<file path="src/rtl/eclk_access_ctrl_pkg.sv">
// eclk_access_ctrl_pkg: shared FSM encodings and E-clock tick constants for the CIA access sequencer
package eclk_access_ctrl_pkg;
  typedef enum logic [2:0] {ST_IDLE, ST_SYNC, ST_VMA, ST_EHI, ST_ACK} state_t;
  localparam int E_VMA = 2;
  localparam int E_EHI = 6;
  localparam int E_LAST = 9;
  localparam int E_PERIOD = 10;
endpackage

</file>
<file path="src/rtl/eclk_rr_arb2.sv">
// eclk_rr_arb2: two-way round-robin arbiter, one-hot grant while en, requester 0 wins the first tie
module eclk_rr_arb2 (
  input  logic       clk_28,
  input  logic       rst,
  input  logic       en,
  input  logic [1:0] req,
  output logic [1:0] gnt
);
  logic last_grant;
  assign gnt = !en ? 2'b00 : &req ? (last_grant ? 2'b01 : 2'b10) : req;
  // remember who was served last so a tie goes to the other side
  always_ff @(posedge clk_28) begin
    if (rst) last_grant <= 1'b1;
    else if (|gnt) last_grant <= gnt[1];
  end
endmodule

</file>
<file path="src/rtl/eclk_access_ctrl.sv">
// eclk_access_ctrl: shares the E-clock CIA access slot between the CPU bridge and the host controller
module eclk_access_ctrl
  import eclk_access_ctrl_pkg::*;
#(
  parameter int AW = 4,
  parameter int DW = 8,
  parameter int VMA_TICK = E_VMA,
  parameter int EHI_TICK = E_EHI,
  parameter int ELAST_TICK = E_LAST
) (
  input  logic                clk_28,
  input  logic                rst,
  input  logic                clk7_en,
  input  logic [E_PERIOD-1:0] eclk,
  input  logic                req0,
  input  logic                req1,
  input  logic                sel0,
  input  logic                sel1,
  input  logic                we0,
  input  logic                we1,
  input  logic [AW-1:0]       addr0,
  input  logic [AW-1:0]       addr1,
  input  logic [DW-1:0]       wdata0,
  input  logic [DW-1:0]       wdata1,
  output logic                ack0,
  output logic                ack1,
  output logic [DW-1:0]       rdata0,
  output logic [DW-1:0]       rdata1,
  output logic                e_vma,
  output logic                ciaa_cs,
  output logic                ciab_cs,
  output logic                e_we,
  output logic [AW-1:0]       e_addr,
  output logic [DW-1:0]       e_wdata,
  input  logic [DW-1:0]       e_rdata
);
  localparam logic [E_PERIOD-1:0] M_VMA = E_PERIOD'(1) << VMA_TICK;
  localparam logic [E_PERIOD-1:0] M_EHI = E_PERIOD'(1) << EHI_TICK;
  localparam logic [E_PERIOD-1:0] M_LAST = E_PERIOD'(1) << ELAST_TICK;
  state_t state, state_nx;
  logic [1:0] gnt;
  logic gid, e_sel, tick_vma, tick_ehi, tick_last;
  assign tick_vma = clk7_en && eclk == M_VMA;
  assign tick_ehi = clk7_en && eclk == M_EHI;
  assign tick_last = clk7_en && eclk == M_LAST;
  assign ack0 = state == ST_ACK && !gid;
  assign ack1 = state == ST_ACK && gid;
  eclk_rr_arb2 u_arb (
    .clk_28(clk_28),
    .rst(rst),
    .en(state == ST_IDLE),
    .req({req1, req0}),
    .gnt(gnt)
  );
  // state register
  always_ff @(posedge clk_28) begin
    if (rst) state <= ST_IDLE;
    else state <= state_nx;
  end
  // each phase advances only on its E-tick, so an unlocked clock parks the FSM in SYNC
  always_comb begin
    state_nx = state;
    case (state)
      ST_IDLE: state_nx = |gnt ? ST_SYNC : ST_IDLE;
      ST_SYNC: state_nx = tick_vma ? ST_VMA : ST_SYNC;
      ST_VMA:  state_nx = tick_ehi ? ST_EHI : ST_VMA;
      ST_EHI:  state_nx = tick_last ? ST_ACK : ST_EHI;
      default: state_nx = ST_IDLE;
    endcase
  end
  // latch the winner at grant, drive the CIA bus between VMA and LAST ticks, capture read data at LAST
  always_ff @(posedge clk_28) begin
    if (rst) begin
      {gid, e_sel, e_we, e_vma, ciaa_cs, ciab_cs} <= '0;
      e_addr <= '0;
      e_wdata <= '0;
      rdata0 <= '0;
      rdata1 <= '0;
    end else begin
      if (|gnt) begin
        gid <= gnt[1];
        e_sel <= gnt[1] ? sel1 : sel0;
        e_we <= gnt[1] ? we1 : we0;
        e_addr <= gnt[1] ? addr1 : addr0;
        e_wdata <= gnt[1] ? wdata1 : wdata0;
      end
      if (state == ST_SYNC && tick_vma) begin
        e_vma <= 1'b1;
        ciaa_cs <= !e_sel;
        ciab_cs <= e_sel;
      end
      if (state == ST_EHI && tick_last) begin
        {e_vma, ciaa_cs, ciab_cs} <= '0;
        if (!e_we && !gid) rdata0 <= e_rdata;
        if (!e_we && gid) rdata1 <= e_rdata;
      end
    end
  end
endmodule

</file>
<file path="config.mk">
export PLATFORM = sky130hd
export DESIGN_NAME = eclk_access_ctrl
export DESIGN_NICKNAME = d
export VERILOG_FILES = /design/src/rtl/eclk_access_ctrl_pkg.sv /design/src/rtl/eclk_rr_arb2.sv /design/src/rtl/eclk_access_ctrl.sv
export SDC_FILE = /design/constraint.sdc
export NUM_CORES = 1
export LEC_CHECK = 0
export CAP_MARGIN = 0
export CORE_UTILIZATION = 40
export DETAILED_ROUTE_END_ITERATION = 8
export PLACE_DENSITY = 0.79
export SLEW_MARGIN = 30
export SYNTH_ARGS = -nofsm -noshare
export SYNTH_HDL_FRONTEND = slang
export SYNTH_SLANG_ARGS = --single-unit
export TNS_END_PERCENT = 50
</file>
<file path="constraint.sdc">
create_clock -name clk_28 -period 2.2 [get_ports clk_28]
set_clock_uncertainty 0.2 [all_clocks]
set_input_delay 0.44 -clock clk_28 [delete_from_list [all_inputs] [get_ports clk_28]]
set_output_delay 0.44 -clock clk_28 [all_outputs]
set_load 0.1 [all_outputs]
</file>
==> metrics.yaml <==
synth:
  async_reset_ff_share_pct: 0
  synth_seq_cells: 38
  synth_edf_count: 0
  synth-seq-area-share_pct: 43.9
  yosysWarnings: 0
  synth_top_cell_by_area: "dfxtp_1"
  ys_types: 41
  yosys-top-cells-area: "dfxtp_1 (44%), mux2i_1 (9.2%), a211oi_1 (6.5%), a21oi_1 (5.2%), nand3_1 (4.6%)"
  syn-cell-area_sq_mm: 0.00173
  synth_area_per_cell_sq_um: 9.22
  synth_top_area_share_pct: 43.9
  synth_ff_type: "dfxtp_1"
  synthCells: 188
  synthesis.nets: 239
power:
  internal_power_w: 0.00119
  combinationalPowerShare_pct: 31.2
  p_leak_nw: 1.11
  p_sw_w: 0.000625
  peakVddDrop_v: 0.000466
  switching_share_pct: 34.5
  powerDensity_mw_per_mm2: 663
  pwr-share-seq_pct: 42.0
  p_clk_share_pct: 26.8
outcome:
  status: "completed"
sta:
  fin_crit_ns: 2.00
  setup_viol: 0
  fmax_mhz: 500
  whs_ns: 0.274
  worst_pin_slew_ns: 0.531
  finalHoldViolCount: 0
  drv_slew: 0
  rsz0062_at_grt: "false"
  period_share_pct: 90.9
  slew-limit-headroom_pct: 64.5
placement:
  post-dp-hpwl_mm: 3.19
  place_area_sq_mm: 0.00264
  port_buffers: 84
  gp_congestion: 0.799
  place_inst: 318
detailed_routing:
  drt_iter0_drc: 138
  via_count: 1698
  drc_errors: 0
  first_pass_iters: 4
  routed_via_density: 5.21
  wl_per_cell_microns: 13.7
  routed_wl_mm: 4.45
  ant_nets: 0
global_routing:
  grt_pass1_wl_mm: 7.26
  grt_max_degree: 37
  grt_pass1_vias: 1678
  track_usage_pct: 20.9
  overflow: 0
  antenna_found_initial: 0
layout:
  stdcell_count: 326
  regArea_sq_um: 761
  multi_input_area_sq_um: 907
  diodes: 0
  finalInstanceArea_sq_mm: 0.00274
  syn_to_final_growth_pct: 57.8
  final_util_pct: 66.9
  num-fill-cells: 356
  nets: 326
  drive_gt1_share_pct: 22.8
cts:
  cts_root_buffer: "clkbuf_8"
  hold_buffers: 0
  cts_buffer_depth: 2
  cts_tree: "done"
  cts_buffers: 5
  cts_sinks: 38
  htreeDepth: 2
  cts_setup_buffers: 0
  ctsResizeCount: 0
  path_clk_slew_ns: 0.07
  insertion_delay_ns: 0.29
setup_path:
  crit_path_max_fanout: 19
  cp_cell_sequence: "clkdlybuf4s50_1 > nor4_4 > and4_1 > buf_12 > nand3_1 > a21oi_1"
  critPathKind: "in2reg"
  crit_path_top_delay_cell: "clkdlybuf4s50_1"
  cp-start-kind: "input pin"
  timing.rr.start: "state[1]"
  worst_ep_arrival_time_ns: 2.02
  max_stage_delay_ns: 0.46
  critPathLaunch: "eclk[5]"
  required_ns: 2.22
  worstSetupEndpointType: "register"
floorplanning:
  die_y_microns: 67.8
  core_sq_mm: 0.00409
  die_w_microns: 67.8
  io_pins: 85
  die_area_sq_mm: 0.00460
  rows: 23
  start_util_pct: 42.4
hold_path:
  hp-class: "reg2reg"
  holdCritStartpoint: "rdata1[5]"
run:
  drv_cap: 0
-- worst max-delay path, delay by kind of cell --
| family | cells | cell delay (ns) |
|---|---|---|
| buf+inv | 2 | 0.62 |
| compound gates | 1 | 0.17 |
| simple gates | 3 | 0.77 |
-- path summary, 6_finish.rpt --
| check | end | slack, ns | cells after the start |
|---|---|---|---|
| hold / removal | rdata1[5] | 0.27 | 2 |
| hold reg to reg | rdata1[5] | 0.27 | 2 |
| setup / recovery | rdata1[0] | 0.20 | 6 |
| setup reg to reg | e_wdata[7] | 0.33 | 5 |
-- cells by family after synthesis --
kind of cell    Yosys count  synth area share [%]
simple gates             64                  22.9
compound gates           54                  18.5
flops                    38                  43.9
mux                      16                  9.24
buf+inv                  16                  5.49
-- per-stage QoR --
stage	setup WS [ns]	power (W)	TNS [ns]
global route	0.117	0.00190	0
global placement	-0.0654	0.00134	-0.629
floorplan	-0.0210	0.00114	-0.0210
detailed placement	-0.0722	0.00134	-0.720
CTS	0.197	0.00183	0
finish	0.201	0.00181	0
-- sequential cells by signal, summed over array words and instances (netlist names) --
register	flops
state	3
rdata1	8
e_vma	1
rdata0	8
gid	1
e_sel	1
ciab_cs	1
u_arb.last_grant	1
e_addr	4
ciaa_cs	1
e_wdata	8
e_we	1
-- Yosys cell counts (2+ instances only) --
| cell type | count |
|---|---|
| dfxtp_1 | 38 |
| a21oi_1 | 18 |
| mux2i_1 | 16 |
| nand3_1 | 16 |
| nor2_1 | 16 |
| o21ai_0 | 16 |
| a211oi_1 | 15 |
| clkbuf_1 | 5 |
| buf_2 | 3 |
| nand2b_1 | 3 |
| nand4_1 | 3 |
| nor2b_1 | 3 |
| or2_2 | 3 |
| buf_1 | 2 |
| inv_1 | 2 |
| nand2_1 | 2 |
| nor3_2 | 2 |
| nor4bb_1 | 2 |
-- cells in the final DEF (no fill, tap or decap), types with 6 or more instances in the layout --
cell type and n:
buf_12 6, clkdlybuf4s50_1 50, o21ai_0 16, mux2i_1 16
nand3_1 16, a21oi_1 18, nor2_1 16, clkbuf_8 6
buf_4 38, a211oi_1 15, dfxtp_1 38
-- routing by layer --
metal  global-route usage (%)  share of wire (%)
met5                        0                  0
met3                     5.67                6.8
met1                     24.6                 43
met2                     36.6                 49
met4                     6.51                1.1
-- cell type report --
class | count | area share (%)
inverters | 2 | 0.274
flip-flops and latches | 38 | 27.8
well taps | 50 | 2.29
clock inverters | 1 | 0.183
multi-input cells | 134 | 33.2
repair buffers | 94 | 33.1
clock buffers | 7 | 3.16
-- power by group through the flow --
stage / clock network (W) / logic, W / registers, W
2_1_floorplan: 0 / 0.000151 / 0.000992
3_3_place_gp: 0 / 0.000563 / 0.000776
3_5_place_dp: 0 / 0.000567 / 0.000777
4_1_cts: 0.000499 / 0.000569 / 0.000763
5_1_grt: 0.000538 / 0.000596 / 0.000769
6_report: 0.000485 / 0.000565 / 0.000762
No activity file was read; power rests on OpenSTA's default activity.
